[config.mk]
export PLATFORM = sky130hd
export DESIGN_NAME = mem_port_arbiter
export DESIGN_NICKNAME = d
export VERILOG_FILES = /design/src/rtl/mem_port_arbiter.sv
export SDC_FILE = /design/constraint.sdc
export NUM_CORES = 1
export LEC_CHECK = 0
export CAP_MARGIN = 10
export CORE_MARGIN = 3
export CORE_UTILIZATION = 30
export CTS_CLUSTER_SIZE = 25
export DETAILED_ROUTE_END_ITERATION = 10
export GPL_ROUTABILITY_DRIVEN = 0
export GPL_TIMING_DRIVEN = 0
export HOLD_SLACK_MARGIN = 0.15
export SYNTH_ARGS = -nofsm -noshare
export SYNTH_HDL_FRONTEND = slang
export SYNTH_SLANG_ARGS = --single-unit
[constraint.sdc]
create_clock -name clk -period 14.99 [get_ports clk]
set_input_delay 2.998 -clock clk [delete_from_list [all_inputs] [get_ports clk]]
set_output_delay 2.998 -clock clk [all_outputs]
set_load 0.05 [all_outputs]
[src/rtl/mem_port_arbiter.sv]
// Shares one single-ported memory between instruction fetch and load/store.
// One transaction in flight; data wins ties unless fetch has been starved.
module mem_port_arbiter #(
  parameter int ADDR_W       = 32,
  parameter int DATA_W       = 32,
  parameter int STARVE_LIMIT = 3
) (
  input  logic                clk,
  input  logic                reset,
  input  logic                i_req,
  input  logic [ADDR_W-1:0]   i_addr,
  output logic [DATA_W-1:0]   i_rdata,
  output logic                i_ready,
  input  logic                d_req,
  input  logic                d_we,
  input  logic [ADDR_W-1:0]   d_addr,
  input  logic [DATA_W-1:0]   d_wdata,
  input  logic [DATA_W/8-1:0] d_wstrb,
  output logic [DATA_W-1:0]   d_rdata,
  output logic                d_ready,
  output logic                m_req,
  output logic                m_we,
  output logic [ADDR_W-1:0]   m_addr,
  output logic [DATA_W-1:0]   m_wdata,
  output logic [DATA_W/8-1:0] m_wstrb,
  input  logic                m_gnt,
  input  logic                m_rvalid,
  input  logic [DATA_W-1:0]   m_rdata,
  output logic                stall_if,
  output logic                stall_mem,
  output logic                protocol_err
);
  localparam int STRB_W = DATA_W / 8;
  localparam logic [3:0] LIMIT = 4'(STARVE_LIMIT);

  typedef enum logic [1:0] {IDLE, ISSUE, WAIT, RESP} state_t;

  state_t              state_q, state_d;
  logic                owner_q, owner_d;  // 1: data side owns the transaction
  logic [3:0]          starve_q, starve_d;
  logic                m_req_q, m_req_d;
  logic                m_we_q, m_we_d;
  logic [ADDR_W-1:0]   m_addr_q, m_addr_d;
  logic [DATA_W-1:0]   m_wdata_q, m_wdata_d;
  logic [STRB_W-1:0]   m_wstrb_q, m_wstrb_d;
  logic [DATA_W-1:0]   i_rdata_q, i_rdata_d;
  logic [DATA_W-1:0]   d_rdata_q, d_rdata_d;
  logic                i_ready_q, i_ready_d;
  logic                d_ready_q, d_ready_d;
  logic                perr_q, perr_d;
  logic                fetch_wins;
  logic                resp_done;

  always_comb begin
    state_d    = state_q;
    owner_d    = owner_q;
    starve_d   = starve_q;
    m_req_d    = m_req_q;
    m_we_d     = m_we_q;
    m_addr_d   = m_addr_q;
    m_wdata_d  = m_wdata_q;
    m_wstrb_d  = m_wstrb_q;
    i_rdata_d  = i_rdata_q;
    d_rdata_d  = d_rdata_q;
    i_ready_d  = 1'b0;
    d_ready_d  = 1'b0;
    perr_d     = perr_q;
    fetch_wins = 1'b0;
    resp_done  = 1'b0;
    case (state_q)
      IDLE: begin
        perr_d = perr_q | m_rvalid;
        if (i_req || d_req) begin
          fetch_wins = i_req && (!d_req || starve_q == LIMIT);
          owner_d    = !fetch_wins;
          m_req_d    = 1'b1;
          state_d    = ISSUE;
          if (fetch_wins) begin
            m_addr_d  = i_addr;
            m_we_d    = 1'b0;
            m_wdata_d = '0;
            m_wstrb_d = '0;
            starve_d  = '0;
          end else begin
            m_addr_d  = d_addr;
            m_we_d    = d_we;
            m_wdata_d = d_wdata;
            m_wstrb_d = d_wstrb;
            // Only data grants that bypass a waiting fetch count as starvation.
            starve_d  = !i_req ? 4'd0 : (starve_q == LIMIT) ? LIMIT : starve_q + 4'd1;
          end
        end
      end
      ISSUE: begin
        if (m_gnt) begin
          m_req_d = 1'b0;
          if (m_rvalid) resp_done = 1'b1;
          else          state_d   = WAIT;
        end
      end
      WAIT: begin
        if (m_rvalid) resp_done = 1'b1;
      end
      RESP: begin
        perr_d  = perr_q | m_rvalid;
        state_d = IDLE;
      end
      default: state_d = IDLE;
    endcase
    if (resp_done) begin
      state_d = RESP;
      if (owner_q) begin
        d_ready_d = 1'b1;
        if (!m_we_q) d_rdata_d = m_rdata;
      end else begin
        i_ready_d = 1'b1;
        i_rdata_d = m_rdata;
      end
    end
  end

  always_ff @(posedge clk or posedge reset) begin
    if (reset) begin
      state_q   <= IDLE;
      owner_q   <= 1'b0;
      starve_q  <= '0;
      m_req_q   <= 1'b0;
      m_we_q    <= 1'b0;
      m_addr_q  <= '0;
      m_wdata_q <= '0;
      m_wstrb_q <= '0;
      i_rdata_q <= '0;
      d_rdata_q <= '0;
      i_ready_q <= 1'b0;
      d_ready_q <= 1'b0;
      perr_q    <= 1'b0;
    end else begin
      state_q   <= state_d;
      owner_q   <= owner_d;
      starve_q  <= starve_d;
      m_req_q   <= m_req_d;
      m_we_q    <= m_we_d;
      m_addr_q  <= m_addr_d;
      m_wdata_q <= m_wdata_d;
      m_wstrb_q <= m_wstrb_d;
      i_rdata_q <= i_rdata_d;
      d_rdata_q <= d_rdata_d;
      i_ready_q <= i_ready_d;
      d_ready_q <= d_ready_d;
      perr_q    <= perr_d;
    end
  end

  assign m_req        = m_req_q;
  assign m_we         = m_we_q;
  assign m_addr       = m_addr_q;
  assign m_wdata      = m_wdata_q;
  assign m_wstrb      = m_wstrb_q;
  assign i_rdata      = i_rdata_q;
  assign d_rdata      = d_rdata_q;
  assign i_ready      = i_ready_q;
  assign d_ready      = d_ready_q;
  assign protocol_err = perr_q;
  assign stall_if     = i_req & ~i_ready_q;
  assign stall_mem    = d_req & ~d_ready_q;
endmodule

; Word level (Yosys, flattened, before mapping)
; Index checks and enable logic that the tools add are counted.
[classes]
add_sub_neg = 1
eq_ne = 9
n_mux = 22
bitwise_logic = 7
n_reduce_logical = 14
[ops]
columns = cell, n
row1 = 32-bit 2-to-1 mux, 2
row2 = 4-bit 2-to-1 mux, 4
row3 = 1-bit 2-to-1 mux, 9
row4 = 3-bit inequality test (second input constant), 3
row5 = 2-bit 2-to-1 mux, 4
row6 = 2-bit one-hot mux with 3 select lines, 1
row7 = 3-bit AND reduction, 2
row8 = 4-bit by 1-bit adder with 4-bit output (second input constant), 1
row9 = 2-bit == test (second input constant), 2
row10 = 4-bit by 2-bit == test with 1-bit output (second input constant), 1
row11 = 2-bit inequality test (second input constant), 2
row12 = 1-bit inverter, 4
row13 = 1-bit one-hot mux with 2 select lines, 2
row14 = 2-bit AND reduction, 2
row15 = 4-bit AND reduction, 1
row16 = 4-bit nonzero test, 1
row17 = 1-bit AND, 2
row18 = 2-bit by 1-bit == test with 1-bit output (second input constant), 1
row19 = 1-bit zero test, 2
row20 = 2-bit zero test, 1
row21 = 1-bit logical OR, 2
row22 = 2-bit nonzero test, 1
row23 = 2-bit OR reduction, 1
row24 = 1-bit logical AND, 1
row25 = 1-bit bitwise OR, 1
[word_totals]
register_bits = 144
out_inout_bits = 139
wordCells = 66

; Longest topological paths before layout
; Gate-level depths: netlist of run 1.
[depth]
ltp_word = 5
mapped_depth = 7

; Worst setup path before layout of run 1
; Ideal clock, no wire load.
[synth_timing]
kind = input to output
from = in i_req
to = out stall_if
arrival_ps = 3705
setup_slack_ps = 8287
cell_stages = 1
n_path_buf = 0
path_cell_list = nor2b_1
[synth_between]
elab_chain_len = 1
[synth_rtl]
columns = item, line
row1 = "start, declared", 10  ; input logic i_req,
row2 = 1-bit AND, 164  ; assign stall_if = i_req & ~i_ready_q;
row3 = "end, declared", 29  ; output logic stall_if,
; Every way passes these cells.

; Worst setup path after layout of run 1
; Same ends and word-level chain as after synthesis.

==> results of run 1 <==
power breakdown:
group / internal (mW) / switching (mW) / total (mW)
combinational: 0.473 / 0.892 / 1.36
sequential: 0.569 / 0.0934 / 0.663
clock: 0.278 / 0.170 / 0.447
registers in the layout, summed over array words and instances (netlist names):
register      flops
state_q           2
i_ready           1
starve_q          4
m_we              1
d_ready           1
protocol_err      1
owner_q           1
d_rdata          32
m_wstrb           4
m_wdata          32
i_rdata          32
m_addr           32
m_req             1
kinds of logic after synthesis:
| logic type | Yosys count | synth area share [%] |
|---|---|---|
| AND/OR/NAND/NOR | 164 | 11.49 |
| flip-flops | 144 | 61.16 |
| AO/OA/AOI/OAI | 119 | 10.51 |
| multiplexers | 64 | 12.23 |
| buffers and inverters | 41 | 3.334 |
| adder cells (fa/ha/maj) | 6 | 1.274 |
worst max path at each step:
stage | start | to | slack, ps | depth (start not counted)
detailed placement | i_req | stall_if | 7370 | 3
CTS | i_req | stall_if | 7360 | 3
floorplan | reset | d_rdata[0] | 8130 | 1
global route | i_req | stall_if | 7300 | 3
global placement | reset | m_addr[21] | 5720 | 2
finish | i_req | stall_if | 7380 | 3
layer usage:
metal | global-route usage, % | vias to the layer above
met2 | 26.60 | 187
met3 | 6.549 | 22
li1 | - | 2399
met5 | 0 | -
met4 | 5.503 | 0
met1 | 20.93 | 2402
placed cells by master (no fill, tap or decap), types with 3 or more instances in the layout:
| master | count |
|---|---|
| bufinv_16 | 4 |
| nand2_1 | 112 |
| inv_1 | 7 |
| inv_6 | 4 |
| clkinv_2 | 3 |
| buf_2 | 7 |
| buf_4 | 3 |
| mux2_2 | 63 |
| clkbuf_16 | 17 |
| nor2_1 | 37 |
| ha_1 | 6 |
| o21ai_0 | 43 |
| clkdlybuf4s50_1 | 277 |
| clkbuf_1 | 19 |
| a21oi_1 | 66 |
| dfrtp_1 | 144 |
| buf_6 | 3 |
stage by stage:
| stage | power, mW | hold WS (ps) | instance area (um2) | std cells | worst slack, ps |
|---|---|---|---|---|---|
| finish | 2.475 | 460.4 | 9635 | 1107 | 7377 |
| global route | 2.601 | 495.1 | 9635 | 1107 | 7296 |
| floorplan | 1.554 | 475.9 | 5892 | 538 | 8126 |
| global placement | 2.037 | 438.3 | 8990 | 1075 | 5716 |
| CTS | 2.504 | 464.2 | 9633 | 1106 | 7364 |
| detailed placement | 2.047 | 445.4 | 9022 | 1076 | 7369 |
worst reg2reg max path, delay by kind of cell, from the launching register on:
kind / cells / cell delay, ps
compound gates: 1 / 200
fa+ha+maj: 1 / 290
buf+inv: 2 / 350
flops: 1 / 390
mux: 1 / 340
simple gates: 2 / 470
area by class of cell:
cell class	instances	share of cell area, %
Inverter	8	0.3636
Timing Repair Buffer	278	29.06
Multi-Input combinational cell	353	21.71
Clock inverter	13	1.922
Sequential cell	144	37.40
Buffer	33	1.727
Antenna cell	1	0.02597
Tap cell	260	3.376
Clock buffer	17	4.415
==> results by group, run 1 <==
Clock network
  – Clock sinks: 144
  – Cts repair resizes: 0
  – Clock buffer depth: 2
  – Hold buffer count at cts: 0
  – Root Driver: clkbuf_16
  – Post-CTS setup repair buffer count: 0
  – CTS HTree Levels: 4
  – CTS Buf Count: 17
  – Clock slew at reported path FFs: 60 ps
  – Clock latency at the later pin of the worst-skew pair: 420 ps
  – CTS tree: done

Setup path
  – FF-to-FF path depth: 7
  – CP Max Fanout: 7
  – CP startpoint kind: primary input
  – RR Startpoint: state_q[1]
  – FF-to-FF End: d_rdata[29]
  – Critical path's slowest cell: clkdlybuf4s50_1
  – Worst EP required: 11990 ps
  – Critical Path Most Common Cell: clkdlybuf4s50_1
  – CP peak stage delay: 830 ps
  – Crit-path cells: clkdlybuf4s50_1, nor2b_1, clkdlybuf4s50_1
  – Critical Path AT: 4610 ps
  – Worst Path Buf+Inv: 2
  – Family with the most delay on the worst path: buffers and inverters
  – WS Path Type: in -> out
  – Crit. End Element: output port
  – Worst reg2reg setup slack: 12830 ps

Die
  – Chip width: 146.1 um
  – Core Area: 0.01902 mm2
  – Die Span Y: 146.1 um
  – # rows: 50
  – Effective utilization at floorplan: 30.98%
  – Die area: 0.02136 mm2
  – I/O pins: 278

Synthesis
  – Syn avg cell area: 10.95 um2
  – Ranking of synthesized cells by area: dfrtp_1, mux2_2, nand2_1
  – Post-synth EDFFs: 0
  – Synth Net Count: 683
  – Synth Register Bits: 144
  – Yosys top cell by area: dfrtp_1
  – Seq/Total Area, Yosys: 61.16%
  – Ys async rst share: 100.0%
  – Yosys cell types: 32
  – Top FF cell, synth: dfrtp_1
  – Synth top cells by count: dfrtp_1, nand2_1, a21oi_1
  – Cell with the most instances after synthesis: dfrtp_1
  – Synth warn: 0
  – Synth top area share: 61.16%
  – Gate Count Post-Synth: 538
  – Synth Cell Area: 0.005892 mm2

GRT
  – Largest net degree at the start of global routing: 90
  – Vias in the first global route: 5294
  – GRT Util Overall: 16.71%
  – First-pass GRT wire length: 28710 um
  – Grt ovf: 0
  – Antenna violations before repair: 1

Route
  – Via density: 4.526
  – WL per Instance: 16.32 um
  – Routed wl met3: 1496 um
  – Initial drt markers: 177
  – Top layer used by detailed routing: met4
  – Antenna Nets Post-Route: 0
  – Metal1 wirelength: 7808 um
  – DRC Markers: 0
  – Via count: 5010
  – Wire length on met2: 8390 um
  – Wirelength, routed: 18060 um
  – First drt pass iteration count: 4

Timing
  – Tcrit/Tclk final: 50.79%
  – Least-Margin Pin Slew: 604.7 ps
  – Slew HR: 59.68%
  – Min Clock Period, post-route: 7613 ps
  – RSZ-0062 raised after global routing: false
  – Slew Limit Fails: 0
  – Max frequency: 0.1314 GHz
  – Final Skew: 9.370 ps
  – Final hold vios: 0
  – Final setup TNS: 0 ps
  – Setup Viol. Count Final: 0

Place
  – Port bufs: 277
  – HPWL after DPL: 13290 um

Outcome
  – Run status: finished, final reports clean

Final layout
  – Sequential Area: 0.003603 mm2
  – Final core occ: 50.66%
  – Fillers: 1785
  – Nets: 980
  – Layout cell share with drive strength beyond 1: 13.12%
  – Footprint of the multi-input gates: 0.002092 mm2
  – Synth-to-Final Area Change: 63.54%

Flow run
  – Max cap viols: 0

Power and ir drop
  – Pwr per Cell Area: 256.9 mW/mm2
  – Max rail drop VDD: 0.1152 mV
  – Lkg Pwr: 4.090 nW

Worst hold path
  – Hold depth: 1
  – WHS Endpoint: protocol_err
  – Hold WC Path Type: reg -> reg
  – Hold Crit Start: protocol_err
Note: power is estimated with default switching activity, not from simulation.
==> run 2: changes to the inputs <==
Clock period 14.99 ns to 7.7 ns, I/O delays scaled along.
==> results of run 2 <==
The final DEF is identical to that of run 1. Status: finished, final reports clean.
Among the figures that moved: setup slack after placement 7369 ps -> 2995 ps; setup slack after layout 7377 ps -> 3003 ps; register-to-register setup slack 12830 ps -> 5540 ps; total power 2.475 mW -> 4.818 mW; worst IR drop on VDD 0.1152 mV -> 0.2243 mV
